--- config.mk ---
export PLATFORM = sky130hd
export DESIGN_NAME = fifo_btn_ctrl
export DESIGN_NICKNAME = d
export VERILOG_FILES = /design/src/rtl/fifo_btn_ctrl.sv
export SDC_FILE = /design/constraint.sdc
export NUM_CORES = 1
export LEC_CHECK = 0
export ABC_AREA = 1
export CAP_MARGIN = 20
export CORE_MARGIN = 2
export CORE_UTILIZATION = 40
export DETAILED_ROUTE_END_ITERATION = 12
export DONT_BUFFER_PORTS = 1
export GPL_TIMING_DRIVEN = 0
export PLACE_DENSITY = 0.61
export SYNTH_ARGS = -nofsm -noshare
export SYNTH_HDL_FRONTEND = slang
export SYNTH_SLANG_ARGS = --single-unit
--- constraint.sdc ---
create_clock -name clk -period 3.2 [get_ports clk]
set_clock_uncertainty 0.05 [all_clocks]
set_input_delay 0.64 -clock clk [delete_from_list [all_inputs] [get_ports clk]]
set_output_delay 0.64 -clock clk [all_outputs]
set_load 0.02 [all_outputs]
--- src/rtl/fifo_btn_ctrl.sv ---
// fifo_btn_ctrl: push-button command controller in front of a synchronous FIFO.
// Turns one-cycle debounced write/read pulses into single FIFO strobes, guards
// them with the full/empty flags, captures read data for the LEDs, and keeps
// sticky overflow/underflow flags.
// Optional feature macro: FIFO_BTN_REJCNT_EN (saturating reject counter on
// rej_cnt); when undefined rej_cnt is tied to zero.
module fifo_btn_ctrl #(
    parameter int DATA_WIDTH = 8,
    parameter int RD_LATENCY = 1
) (
    input  logic                  clk,
    input  logic                  rst,
    input  logic                  wr_pulse,
    input  logic                  rd_pulse,
    input  logic                  clr_flags,
    input  logic [DATA_WIDTH-1:0] sw_data,
    input  logic                  fifo_full,
    input  logic                  fifo_empty,
    input  logic [DATA_WIDTH-1:0] fifo_rd_data,
    output logic                  fifo_wr_en,
    output logic [DATA_WIDTH-1:0] fifo_wr_data,
    output logic                  fifo_rd_en,
    output logic [DATA_WIDTH-1:0] led_data,
    output logic                  led_valid,
    output logic                  ovf_flag,
    output logic                  udf_flag,
    output logic [7:0]            rej_cnt
);

    typedef enum logic [2:0] {
        ST_IDLE    = 3'd0,
        ST_WRITE   = 3'd1,
        ST_READ    = 3'd2,
        ST_WAIT    = 3'd3,
        ST_CAPTURE = 3'd4
    } state_t;

    // Last WAIT count value; only meaningful when the read latency exceeds one.
    localparam logic [1:0] WAIT_LAST = (RD_LATENCY > 32'sd1) ? 2'(RD_LATENCY - 32'sd2) : 2'd0;

    state_t                  state_r, state_s;
    logic                    wr_pend_r, wr_pend_s;
    logic                    rd_pend_r, rd_pend_s;
    logic [DATA_WIDTH-1:0]   wr_hold_r, wr_hold_s;
    logic [1:0]              wait_cnt_r, wait_cnt_s;
    logic                    fifo_wr_en_r, fifo_wr_en_s;
    logic [DATA_WIDTH-1:0]   fifo_wr_data_r, fifo_wr_data_s;
    logic                    fifo_rd_en_r, fifo_rd_en_s;
    logic [DATA_WIDTH-1:0]   led_data_r, led_data_s;
    logic                    led_valid_r, led_valid_s;
    logic                    ovf_flag_r, ovf_flag_s;
    logic                    udf_flag_r, udf_flag_s;
    logic                    ovf_set_s;
    logic                    udf_set_s;

    // Next-state and next-output logic: request capture, IDLE arbitration, strobes and capture.
    always_comb begin
        state_s        = state_r;
        wr_pend_s      = wr_pend_r;
        rd_pend_s      = rd_pend_r;
        wr_hold_s      = wr_hold_r;
        wait_cnt_s     = wait_cnt_r;
        fifo_wr_en_s   = 1'b0;
        fifo_wr_data_s = fifo_wr_data_r;
        fifo_rd_en_s   = 1'b0;
        led_data_s     = led_data_r;
        led_valid_s    = led_valid_r;
        ovf_set_s      = 1'b0;
        udf_set_s      = 1'b0;

        // A pulse is only accepted when its pending bit is free; the first data wins.
        if (wr_pulse && !wr_pend_r) begin
            wr_pend_s = 1'b1;
            wr_hold_s = sw_data;
        end else begin
            wr_hold_s = wr_hold_r;
        end

        if (rd_pulse && !rd_pend_r) begin
            rd_pend_s = 1'b1;
        end else begin
            rd_pend_s = rd_pend_s;
        end

        case (state_r)
            ST_IDLE: begin
                // Write has priority; full/empty are only looked at here.
                if (wr_pend_r) begin
                    wr_pend_s = 1'b0;
                    if (!fifo_full) begin
                        state_s        = ST_WRITE;
                        fifo_wr_en_s   = 1'b1;
                        fifo_wr_data_s = wr_hold_r;
                    end else begin
                        ovf_set_s = 1'b1;
                    end
                end else if (rd_pend_r) begin
                    rd_pend_s = 1'b0;
                    if (!fifo_empty) begin
                        state_s      = ST_READ;
                        fifo_rd_en_s = 1'b1;
                    end else begin
                        udf_set_s = 1'b1;
                    end
                end else begin
                    state_s = ST_IDLE;
                end
            end
            ST_WRITE: begin
                state_s = ST_IDLE;
            end
            ST_READ: begin
                // Zero-latency FIFOs present data during the strobe cycle itself.
                if (RD_LATENCY == 32'sd0) begin
                    led_data_s  = fifo_rd_data;
                    led_valid_s = 1'b1;
                    state_s     = ST_IDLE;
                end else if (RD_LATENCY > 32'sd1) begin
                    wait_cnt_s = 2'd0;
                    state_s    = ST_WAIT;
                end else begin
                    state_s = ST_CAPTURE;
                end
            end
            ST_WAIT: begin
                if (wait_cnt_r == WAIT_LAST) begin
                    state_s = ST_CAPTURE;
                end else begin
                    wait_cnt_s = wait_cnt_r + 2'd1;
                end
            end
            ST_CAPTURE: begin
                led_data_s  = fifo_rd_data;
                led_valid_s = 1'b1;
                state_s     = ST_IDLE;
            end
            default: begin
                state_s = ST_IDLE;
            end
        endcase

        // Sticky flags: a new rejection beats a simultaneous clear.
        if (ovf_set_s) begin
            ovf_flag_s = 1'b1;
        end else if (clr_flags) begin
            ovf_flag_s = 1'b0;
        end else begin
            ovf_flag_s = ovf_flag_r;
        end

        if (udf_set_s) begin
            udf_flag_s = 1'b1;
        end else if (clr_flags) begin
            udf_flag_s = 1'b0;
        end else begin
            udf_flag_s = udf_flag_r;
        end
    end

    // State, pending requests and registered outputs, with synchronous reset.
    always_ff @(posedge clk) begin
        if (rst) begin
            state_r        <= ST_IDLE;
            wr_pend_r      <= 1'b0;
            rd_pend_r      <= 1'b0;
            wr_hold_r      <= '0;
            wait_cnt_r     <= 2'd0;
            fifo_wr_en_r   <= 1'b0;
            fifo_wr_data_r <= '0;
            fifo_rd_en_r   <= 1'b0;
            led_data_r     <= '0;
            led_valid_r    <= 1'b0;
            ovf_flag_r     <= 1'b0;
            udf_flag_r     <= 1'b0;
        end else begin
            state_r        <= state_s;
            wr_pend_r      <= wr_pend_s;
            rd_pend_r      <= rd_pend_s;
            wr_hold_r      <= wr_hold_s;
            wait_cnt_r     <= wait_cnt_s;
            fifo_wr_en_r   <= fifo_wr_en_s;
            fifo_wr_data_r <= fifo_wr_data_s;
            fifo_rd_en_r   <= fifo_rd_en_s;
            led_data_r     <= led_data_s;
            led_valid_r    <= led_valid_s;
            ovf_flag_r     <= ovf_flag_s;
            udf_flag_r     <= udf_flag_s;
        end
    end

`ifdef FIFO_BTN_REJCNT_EN
    logic [7:0] rej_cnt_r, rej_cnt_s;
    logic [2:0] rej_inc_s;
    logic [7:0] rej_base_s;
    logic [8:0] rej_sum_s;

    // Reject counter next value: clear first, then add every reject of this cycle, saturating.
    always_comb begin
        rej_inc_s  = {2'd0, wr_pulse & wr_pend_r} + {2'd0, rd_pulse & rd_pend_r}
                   + {2'd0, ovf_set_s} + {2'd0, udf_set_s};
        rej_base_s = clr_flags ? 8'd0 : rej_cnt_r;
        rej_sum_s  = {1'b0, rej_base_s} + {6'd0, rej_inc_s};
        if (rej_sum_s[8]) begin
            rej_cnt_s = 8'd255;
        end else begin
            rej_cnt_s = rej_sum_s[7:0];
        end
    end

    // Reject counter register.
    always_ff @(posedge clk) begin
        if (rst) begin
            rej_cnt_r <= 8'd0;
        end else begin
            rej_cnt_r <= rej_cnt_s;
        end
    end

    assign rej_cnt = rej_cnt_r;
`else
    assign rej_cnt = 8'd0;
`endif

    assign fifo_wr_en   = fifo_wr_en_r;
    assign fifo_wr_data = fifo_wr_data_r;
    assign fifo_rd_en   = fifo_rd_en_r;
    assign led_data     = led_data_r;
    assign led_valid    = led_valid_r;
    assign ovf_flag     = ovf_flag_r;
    assign udf_flag     = udf_flag_r;

endmodule

==> key figures <==
Outcome
  – Status: complete, no violations

Power and ir drop
  – Switch share: 0.280
  – Clk network pwr share: 0.287
  – Sequential share of power: 0.596
  – Psw: 0.242 mW
  – PD cells: 566 mW/mm2
  – Leak: 0.678 nW
  – Cell Int Power: 0.624 mW
  – Maximum vdd drop: 0.000279 V
  – Combinational Power Share: 0.118

Synth
  – Synth top area share: 0.519
  – Yosys reg bits: 36
  – Syn Inst Count: 172
  – Post-synth top flop: dfxtp_1
  – Top post-synthesis cells by area: dfxtp_1, nor2_1, o21ai_0, buf_4, a21oi_1
  – Count leader, synth: nor2_1
  – Synth Warn #: 0
  – Syn_area_per_cell: 8.07 um2
  – Number of synthesized flops with an enable pin: 0
  – Ys async rst share: 0
  – Synthesized area: 0.00139 mm2
  – Leading area contributor after synthesis: dfxtp_1
  – Sequential area share after synthesis: 0.519
  – Count of cell types in the netlist: 22
  – Synth top cells by count: nor2_1, dfxtp_1, o21ai_0, a21oi_1

Clock network
  – Clock Path Buffers: 2
  – TritonCTS buffer count: 5
  – Post-CTS Resized: 0
  – Worst-path clk slew: 100 ps
  – H-tree depth: 2
  – Clock sinks: 36
  – Setup Buffers After CTS: 0
  – Clock Latency Late Sink: 330 ps
  – CTS tree: done
  – # hold bufs at CTS: 0
  – Root Driver: clkbuf_4

Floorplan
  – Initial Util: 0.416
  – Number of I/O pins: 52
  – Die area: 0.00396 mm2
  – Core Rows: 21
  – Die height: 62.9 um
  – CORE AREA: 0.00334 mm2
  – Die Wd: 62.9 um

Drt
  – DRC: 0
  – DRT antenna net count: 0
  – Vias: 1,096
  – Detailed Route Iter0 Violations: 25
  – Met2 wire len: 1.31 mm
  – DRT Pass-1 Iters: 4
  – Met3 WL post-DR: 316 um
  – Drt wl/cell: 12.1 um
  – Top Layer Used: met4
  – Routed vias/inst: 4.70
  – WL met1: 1.14 mm
  – Final WL: 2.81 mm

Placement
  – Number of port buffers: 0
  – Detail Placement HPWL: 2.13 mm
  – Global placement routability congestion: 0.707
  – Dpl ws: 1610 ps

GRT
  – GRT Total Usage: 0.158
  – Largest net degree at the start of global routing: 11
  – Remaining Overflow, GRT: 0
  – First-pass GRT wire length: 4.79 mm
  – Initial antenna violation count: 0
  – Vias in the first global route: 1,122

Setup path
  – Worst Path Max Fanout: 2
  – Worst EP arrival: 800 ps
  – Crit. End Element: primary output
  – Startpoint types: flip-flop
  – Critical Path RT: 2510 ps
  – Kind of critical path: flip-flop to primary output

Finish
  – Area growth syn-to-layout: 10.3%
  – Layout Nets: 210
  – Layout cells sized above 1: 0.128
  – Diode count: 0

Min path
  – Hold Crit Class: input pin to flip-flop

Timing
  – Final Slew Violations: 0
  – Setup ws final: 1710 ps
  – RSZ-0062 raised after global routing: no
  – Crit share post-route: 0.464
  – Setup tns final: 0 ps
  – Fmax: 673 MHz
  – # setup viols final: 0
  – Minimum clock period: 1490 ps
  – Hold Fails Final Rpt: 0

Job
  – Maxcap violations: 0
==> routing by layer <==
| layer | GRT usage | vias to the layer above |
|---|---|---|
| met4 | 0.0972 | 0 |
| met2 | 0.262 | 40 |
| met3 | 0.0811 | 5 |
| met1 | 0.155 | 484 |
| met5 | 0 | - |
| li1 | - | 567 |
==> layout by cell type, fill, tap and decap left out, drive strengths merged <==
cell,netlist,final
nor2,52,52
dfxtp,36,36
o21ai,25,25
a21oi,13,13
buf,12,12
inv,11,11
nand2,10,10
clkbuf,1,9
conb,1,8
nand3,5,5
clkinv,1,1
o211ai,1,1
nand4,1,1
o211a,1,1
nor3,1,1
ha,1,1
==> power groups by stage <==
stage	Sequential (mW)	Clock [mW]	Combinational, mW
4_1_cts	0.516	0.259	0.103
5_1_grt	0.520	0.282	0.118
2_1_floorplan	0.521	0	0.0867
3_5_place_dp	0.527	0	0.102
6_report	0.516	0.248	0.102
3_3_place_gp	0.525	0	0.0991
==> registers in the layout (all words and copies together), names as in the netlist <==
register      count
fifo_wr_data      8
led_data          8
wr_hold_r         8
state_r           3
wait_cnt_r        2
fifo_rd_en        1
fifo_wr_en        1
led_valid         1
ovf_flag          1
rd_pend_r         1
udf_flag          1
wr_pend_r         1
==> path summary, 6_finish.rpt <==
path	slack, ps	end	from	cells past startpoint
worst max-delay path	1710	fifo_wr_data[5]	fifo_wr_data[5]$_SDFFE_PP0P_	0
worst min-delay path	330	fifo_rd_en$_SDFF_PP0_	fifo_empty	1
worst max register to register	1940	state_r[1]$_SDFFE_PP0P_	wait_cnt_r[0]$_SDFFE_PP0P_	8
worst min register to register	410	wait_cnt_r[1]$_SDFFE_PP0P_	wait_cnt_r[1]$_SDFFE_PP0P_	2
==> final cells by class <==
class | instances | area (um2)
plain buffers | 13 | 88.8
flip-flops and latches | 36 | 721
well taps | 46 | 57.6
fillers | 348 | 1810
multi-input cells | 118 | 561
inverters | 12 | 45.0
clock buffers | 8 | 58.8
==> kinds of logic (layout without fill, tap and decap cells) <==
family,count (synthesis),after routing,synth area share
AOI/OAI and AO/OA,40,40,0.150
adders and majority gates,1,1,0.00901
buffers and inverters,25,33,0.0964
DFF,36,36,0.519
other,1,8,0.00270
and+or+nand+nor,69,69,0.223
==> metrics by stage <==
| step | utilization | cell area (um2) | hold WS (ps) | std cells | power, mW |
|---|---|---|---|---|---|
| 2_1_floorplan | - | 1420 | 383 | 179 | 0.608 |
| 3_3_place_gp | 0.441 | 1470 | 391 | 225 | 0.624 |
| 3_5_place_dp | 0.441 | 1470 | 408 | 225 | 0.629 |
| 4_1_cts | 0.459 | 1530 | 306 | 233 | 0.878 |
| 5_1_grt | 0.459 | 1530 | 299 | 233 | 0.921 |
| 6_report | 0.459 | 1530 | 332 | 233 | 0.867 |
(Power assumes the default switching activity.)
